$ cat config.mk
export PLATFORM = sky130hd
export DESIGN_NAME = vote_tally_core
export DESIGN_NICKNAME = d
export VERILOG_FILES = /design/src/rtl/vote_tally_core.sv
export SDC_FILE = /design/constraint.sdc
export NUM_CORES = 1
export LEC_CHECK = 0
export ABC_AREA = 1
export CAP_MARGIN = 20
export CELL_PAD_IN_SITES_DETAIL_PLACEMENT = 1
export CELL_PAD_IN_SITES_GLOBAL_PLACEMENT = 2
export CORE_ASPECT_RATIO = 1.2
export CORE_MARGIN = 1
export CORE_UTILIZATION = 33
export DETAILED_ROUTE_END_ITERATION = 12
export PLACE_DENSITY_LB_ADDON = 0.08
export SETUP_SLACK_MARGIN = 0.02
export SLEW_MARGIN = 10
export SYNTH_ARGS = -nofsm -noshare
export SYNTH_HDL_FRONTEND = slang
export SYNTH_SLANG_ARGS = --single-unit
$ cat constraint.sdc
create_clock -name clk_i -period 3.2 [get_ports clk_i]
set_clock_uncertainty 0.15 [all_clocks]
set_input_delay 0.64 -clock clk_i [delete_from_list [all_inputs] [get_ports clk_i]]
set_output_delay 0.64 -clock clk_i [all_outputs]
set_load 0.005 [all_outputs]
$ cat src/rtl/vote_tally_core.sv
// rtl/vote_tally_core.sv - ballot tally engine with election-phase FSM and winner scan
//
// Purpose: counts one-hot ballots per candidate with saturating counters,
// counts rejected ballots, closes the vote on command or at a ballot limit,
// then scans the counters one per cycle to produce a one-hot winner and tie flag.
//
// Ports:
//   clk_i           clock, rising edge
//   rst_ni          asynchronous active-low reset
//   cmd_valid_i     qualifies cmd_i for one cycle
//   cmd_i           00=OPEN 01=CLOSE 10=CLEAR 11=NOP
//   ballot_valid_i  a ballot is presented
//   ballot_i        one-hot candidate select
//   ballot_ready_o  high exactly while state is OPEN
//   rd_idx_i        counter read-back select
//   rd_count_o      registered counter value for rd_idx_i (1-cycle latency)
//   state_o         00=IDLE 01=OPEN 10=TALLY 11=DONE
//   total_o         accepted ballots
//   rejected_o      rejected ballots, saturating
//   winner_o        one-hot winner, 0 on no votes or tie
//   tie_o           two or more candidates share a nonzero maximum
//   result_valid_o  high exactly while state is DONE
module vote_tally_core #(
    parameter int NUM_CAND    = 4,
    parameter int CNT_W       = 8,
    parameter int MAX_BALLOTS = 200,
    localparam int IDX_W      = $clog2(NUM_CAND),
    localparam int TOT_W      = CNT_W + IDX_W
) (
    input  logic                clk_i,
    input  logic                rst_ni,
    input  logic                cmd_valid_i,
    input  logic [1:0]          cmd_i,
    input  logic                ballot_valid_i,
    input  logic [NUM_CAND-1:0] ballot_i,
    output logic                ballot_ready_o,
    input  logic [IDX_W-1:0]    rd_idx_i,
    output logic [CNT_W-1:0]    rd_count_o,
    output logic [1:0]          state_o,
    output logic [TOT_W-1:0]    total_o,
    output logic [CNT_W-1:0]    rejected_o,
    output logic [NUM_CAND-1:0] winner_o,
    output logic                tie_o,
    output logic                result_valid_o
);

    typedef enum logic [1:0] {
        ST_IDLE  = 2'b00,
        ST_OPEN  = 2'b01,
        ST_TALLY = 2'b10,
        ST_DONE  = 2'b11
    } state_t;

    localparam logic [1:0]         CMD_OPEN  = 2'b00;
    localparam logic [1:0]         CMD_CLOSE = 2'b01;
    localparam logic [1:0]         CMD_CLEAR = 2'b10;
    localparam logic [CNT_W-1:0]   CNT_MAX   = '1;
    localparam logic [TOT_W-1:0]   MAX_T     = TOT_W'(MAX_BALLOTS);
    localparam logic [IDX_W:0]     SCAN_END  = (IDX_W+1)'(NUM_CAND);
    localparam logic [IDX_W:0]     NUM_C     = (IDX_W+1)'(NUM_CAND);

    state_t                state_q, state_d;
    logic [CNT_W-1:0]      cnt_q [NUM_CAND];
    logic [CNT_W-1:0]      cnt_d [NUM_CAND];
    logic [TOT_W-1:0]      total_q, total_d;
    logic [CNT_W-1:0]      rej_q, rej_d;
    logic [CNT_W-1:0]      rd_count_q, rd_count_d;
    logic [NUM_CAND-1:0]   winner_q, winner_d;
    logic                  tie_q, tie_d;
    // Scan position runs 0..NUM_CAND; the extra value is the result-load cycle.
    logic [IDX_W:0]        scan_cnt_q, scan_cnt_d;
    logic [CNT_W-1:0]      max_q, max_d;
    logic [IDX_W-1:0]      max_idx_q, max_idx_d;
    logic                  scan_tie_q, scan_tie_d;

    logic                  cmd_open, cmd_close, cmd_clear;
    logic                  bal_onehot;
    logic [IDX_W-1:0]      bal_idx;
    logic [CNT_W-1:0]      scan_val;
    logic [IDX_W-1:0]      scan_idx;
    logic                  auto_close;

    assign cmd_open  = cmd_valid_i && (cmd_i == CMD_OPEN);
    assign cmd_close = cmd_valid_i && (cmd_i == CMD_CLOSE);
    assign cmd_clear = cmd_valid_i && (cmd_i == CMD_CLEAR);

    // Exactly one bit set: nonzero and clearing the lowest set bit leaves zero.
    assign bal_onehot = (ballot_i != '0) && ((ballot_i & (ballot_i - 1'b1)) == '0);
    assign scan_idx   = scan_cnt_q[IDX_W-1:0];

    always_comb begin
        bal_idx = '0;
        for (int i = 0; i < NUM_CAND; i++) begin
            if (ballot_i[i]) begin
                bal_idx = IDX_W'(i);
            end
        end
    end

    // Read-back is independent of the FSM so counters stay visible in every state.
    always_comb begin
        rd_count_d = '0;
        if ({1'b0, rd_idx_i} < NUM_C) begin
            rd_count_d = cnt_q[rd_idx_i];
        end
    end

    always_comb begin
        state_d    = state_q;
        cnt_d      = cnt_q;
        total_d    = total_q;
        rej_d      = rej_q;
        winner_d   = winner_q;
        tie_d      = tie_q;
        scan_cnt_d = scan_cnt_q;
        max_d      = max_q;
        max_idx_d  = max_idx_q;
        scan_tie_d = scan_tie_q;
        scan_val   = '0;
        auto_close = 1'b0;

        if (cmd_clear) begin
            // CLEAR outranks everything, including a ballot in the same cycle.
            for (int i = 0; i < NUM_CAND; i++) begin
                cnt_d[i] = '0;
            end
            total_d  = '0;
            rej_d    = '0;
            winner_d = '0;
            tie_d    = 1'b0;
            state_d  = ST_IDLE;
        end else begin
            case (state_q)
                ST_IDLE: begin
                    if (cmd_open) begin
                        state_d = ST_OPEN;
                    end
                end
                ST_OPEN: begin
                    if (ballot_valid_i) begin
                        if (bal_onehot && (cnt_q[bal_idx] != CNT_MAX)) begin
                            cnt_d[bal_idx] = cnt_q[bal_idx] + 1'b1;
                            total_d        = total_q + 1'b1;
                            auto_close     = (total_q + 1'b1) == MAX_T;
                        end else if (rej_q != CNT_MAX) begin
                            rej_d = rej_q + 1'b1;
                        end
                    end
                    // The ballot above is already folded in before the phase change.
                    if (cmd_close || auto_close) begin
                        state_d    = ST_TALLY;
                        scan_cnt_d = '0;
                        max_d      = '0;
                        max_idx_d  = '0;
                        scan_tie_d = 1'b0;
                    end
                end
                ST_TALLY: begin
                    if (scan_cnt_q == SCAN_END) begin
                        winner_d = ((max_q != '0) && !scan_tie_q)
                                   ? (NUM_CAND'(1) << max_idx_q) : '0;
                        tie_d    = (max_q != '0) && scan_tie_q;
                        state_d  = ST_DONE;
                    end else begin
                        scan_val = cnt_q[scan_idx];
                        if (scan_val > max_q) begin
                            max_d      = scan_val;
                            max_idx_d  = scan_idx;
                            scan_tie_d = 1'b0;
                        end else if ((scan_val == max_q) && (max_q != '0)) begin
                            scan_tie_d = 1'b1;
                        end
                        scan_cnt_d = scan_cnt_q + 1'b1;
                    end
                end
                ST_DONE: begin
                end
                default: begin
                    state_d = ST_IDLE;
                end
            endcase
        end
    end

    always_ff @(posedge clk_i or negedge rst_ni) begin
        if (!rst_ni) begin
            state_q <= ST_IDLE;
        end else begin
            state_q <= state_d;
        end
    end

    always_ff @(posedge clk_i or negedge rst_ni) begin
        if (!rst_ni) begin
            for (int i = 0; i < NUM_CAND; i++) begin
                cnt_q[i] <= '0;
            end
            total_q    <= '0;
            rej_q      <= '0;
            rd_count_q <= '0;
            winner_q   <= '0;
            tie_q      <= 1'b0;
            scan_cnt_q <= '0;
            max_q      <= '0;
            max_idx_q  <= '0;
            scan_tie_q <= 1'b0;
        end else begin
            for (int i = 0; i < NUM_CAND; i++) begin
                cnt_q[i] <= cnt_d[i];
            end
            total_q    <= total_d;
            rej_q      <= rej_d;
            rd_count_q <= rd_count_d;
            winner_q   <= winner_d;
            tie_q      <= tie_d;
            scan_cnt_q <= scan_cnt_d;
            max_q      <= max_d;
            max_idx_q  <= max_idx_d;
            scan_tie_q <= scan_tie_d;
        end
    end

    assign ballot_ready_o = (state_q == ST_OPEN);
    assign result_valid_o = (state_q == ST_DONE);
    assign state_o        = state_q;
    assign rd_count_o     = rd_count_q;
    assign total_o        = total_q;
    assign rejected_o     = rej_q;
    assign winner_o       = winner_q;
    assign tie_o          = tie_q;

endmodule

==> results.toml <==
[cells_and_area]
diodes = 0
final_util = 0.4326
final_layout_size_suffix_gt1_frac = 0.1231
fin_cells = 902
fin_nets = 758
fillCellCount = 1735
area_growth_pct = 27.30

[floorplanning]
dieArea_sq_um = 14770
rows = 47
core_region_area_sq_um = 13880
fp.dieW_microns = 111.1
io_pins = 47
start_util = 0.3398
dieHeight_microns = 133.0

[global_routing]
antenna_found_initial = 0
gr-total-overflow = 0
grt_max_degree = 43
track_usage = 0.2260
first_global_vias = 4913
grt_pass1_wl_mm = 25.70

[timing]
fmax_mhz = 344.0
maxSlewHeadroom = 0.5823
finalCritPeriodShare = 0.9085
setup_viol = 0
worst_pin_slew_ps = 625.9
hold_viol_final = 0
fin_crit_ps = 2907
whs_ps = 120.1
rsz0062_at_grt = "false"
drv_slew = 0

[critical_path]
r2r_slack_ps = 290
worstReg2RegStart = "scan_cnt_q[0]"
max_stage_delay_ps = 440
worstPathRequired_ps = 3320
critPathLaunchType = "flop"
crit_slowest_cell = "dfrtp_1"
crit_arrival_ps = 3020
crit-reg2reg-capture = "max_q[6]"
crit_path_max_fanout = 21
path_cells = "inv_1 -> nor2_1 -> o21ai_0 -> ha_1 -> inv_1 -> nor2_1 -> o21ai_0 -> a21boi_0 -> o21ai_0 -> a21oi_1 -> nand3_2 -> buf_12 -> nand2_1 -> o21ai_1"
path_class = "flop to flop"
r2r_cells = 14
cpMostUsedCell = "o21ai_0"
cp-end-kind = "flop"

[yosys]
synth-edff-count = 0
ys.flop_type = "dfrtp_1"
ys_seq_area_frac = 0.4192
synth_top_area_share = 0.4192
ys_async_sr_fraction = 1.000
synth_top_cell_by_area = "dfrtp_1"
synth_common_cells = "166 x nand2_1, 79 x dfrtp_1, 66 x inv_1, 60 x o21ai_0, 53 x nor2_1"
synth_nets = 674
synthCells = 643
synth_area_leaders = "dfrtp_1 42%, nand2_1 13%, o21ai_0 6.4%"
avgSynthCellArea_sq_um = 7.334
syn_area_sq_um = 4716
synth_most_common_cell = "nand2_1"
yosysUniqueCellTypes = 35
synth-seq-cells = 79
ys.warnings.count = 0

[clock_network]
cts_tree = "done"
clkLatencyLatePin_ps = 350
cts_num_sinks = 79
cts-root-buf = "clkbuf_16"
numCtsBuffers = 9
cts_buffer_depth = 2
h-tree-depth = 3
cts.clk_slew.worst_paths_ps = 60

[power]
power_mw = 3.754
irDropWorstVdd_mv = 0.2561
power_density_nw_per_um2 = 625.3
p_leak_nw = 2.820

[routing]
drt_iter0_markers = 141
viasPerCell = 5.119
drt-total-wl_mm = 15.66
num_vias = 4617
dr.pass1.iters = 8
drc = 6
drtAntennaViolNets = 0
avgRoutedWirePerCell_microns = 17.36

[placement]
dp.final_hpwl_mm = 12.08
place_congestion = 0.8507
portBuffers = 46
dp_cells = 886

[flow_run]
drv_cap = 0

[status]
status = "finished with violations"
violations = "DRC"

[hold_path]
hold_class = "input port to async pin"
==> registers in the layout, indices dropped and copies added, names as in the netlist <==
name	cells
rejected_o	8
max_q	8
state_o	2
scan_cnt_q	3
total_o	10
winner_o	4
rd_count_o	8
tie_o	1
cnt_q	32
scan_tie_q	1
max_idx_q	2
==> area by class of cell <==
class,instances,area [sq um],share of cell area
Tap cell,171,214.0,0.03564
Sequential cell,79,1978,0.3295
Clock buffer,10,239.0,0.03981
Inverter,72,270.3,0.04502
Timing Repair Buffer,90,820.8,0.1367
Clock inverter,5,81.33,0.01355
Multi-Input combinational cell,475,2400,0.3997
==> power by group <==
part | switching (mW) | internal, mW
combinational | 0.797 | 0.550
sequential | 0.140 | 1.13
clock | 0.436 | 0.702
total | 1.37 | 2.38
==> metrics by stage <==
stage                     instance area, sq um  setup slack, ps  setup TNS [ps]
after global routing                      6003            34.57               0
after CTS                                 5979            212.2               0
after detailed placement                  5659           -138.1           -4036
after global placement                    5659           -58.48          -847.9
final                                     6003            292.6               0
after floorplan                           4716            650.1               0
==> timing repair <==
item,4_1_cts,5_1_grt
setup endpoints to repair,0,43
endpoints found under the hold margin,0,0
hold buffers,0,0
resized for setup,0,8
buffers inserted,0,1
==> logic make-up (layout without fill, tap and decap cells) <==
| logic type | count (synthesis) | after routing | share of synthesized area |
|---|---|---|---|
| adder cells (fa/ha/maj) | 19 | 19 | 0.05041 |
| buffers and inverters | 89 | 177 | 0.07349 |
| AO/OA/AOI/OAI | 133 | 133 | 0.1470 |
| flip-flops | 79 | 79 | 0.4192 |
| AND/OR/NAND/NOR | 316 | 316 | 0.2969 |
| XOR/XNOR | 7 | 7 | 0.01300 |
==> per-layer routing <==
layer,vias up,track usage,wire length [microns]
met5,-,0,0
met4,0,0.08934,342
met3,22,0.02611,305
met2,56,0.3983,7867
met1,2258,0.2816,7140
li1,2281,-,-
==> critical path, delay by kind of cell, from the launching register on <==
kind	cells	cell delay, ps
AND/OR/NAND/NOR	4	290
AO/OA/AOI/OAI	6	1060
flip-flops	1	440
adder cells (fa/ha/maj)	1	330
buffers and inverters	3	560
==> placed cells by master (no fill, tap or decap), drive strengths merged <==
master / count
clkbuf: 10
o211ai: 1
clkinv: 1
o21ai: 86
nor3: 4
a21boi: 1
nand2: 175
o31ai: 3
clkdlybuf4s50: 42
bufinv: 2
nor4: 1
a31oi: 1
or2: 9
a211oi: 1
nand4: 13
buf: 45
dlymetal6s2s: 3
dfrtp: 79
o22ai: 7
nor2: 60
ha: 19
nand3: 53
a21oi: 32
clkinvlp: 1
nand3b: 1
o21bai: 1
inv: 73
xor2: 7
==> worst max-delay path by stage <==
stage                       start        end  slack [ps]  depth (start not counted)
floorplan             ballot_i[3]  cnt_q[24]         650                         16
finish              scan_cnt_q[0]   max_q[6]         290                         14
global placement      ballot_i[3]  cnt_q[25]         -60                         17
global route        scan_cnt_q[0]   max_q[5]          30                         14
detailed placement    ballot_i[2]  cnt_q[25]        -140                         16
CTS                   ballot_i[2]  cnt_q[25]         210                         17
No activity file was read; power rests on OpenSTA's default activity.
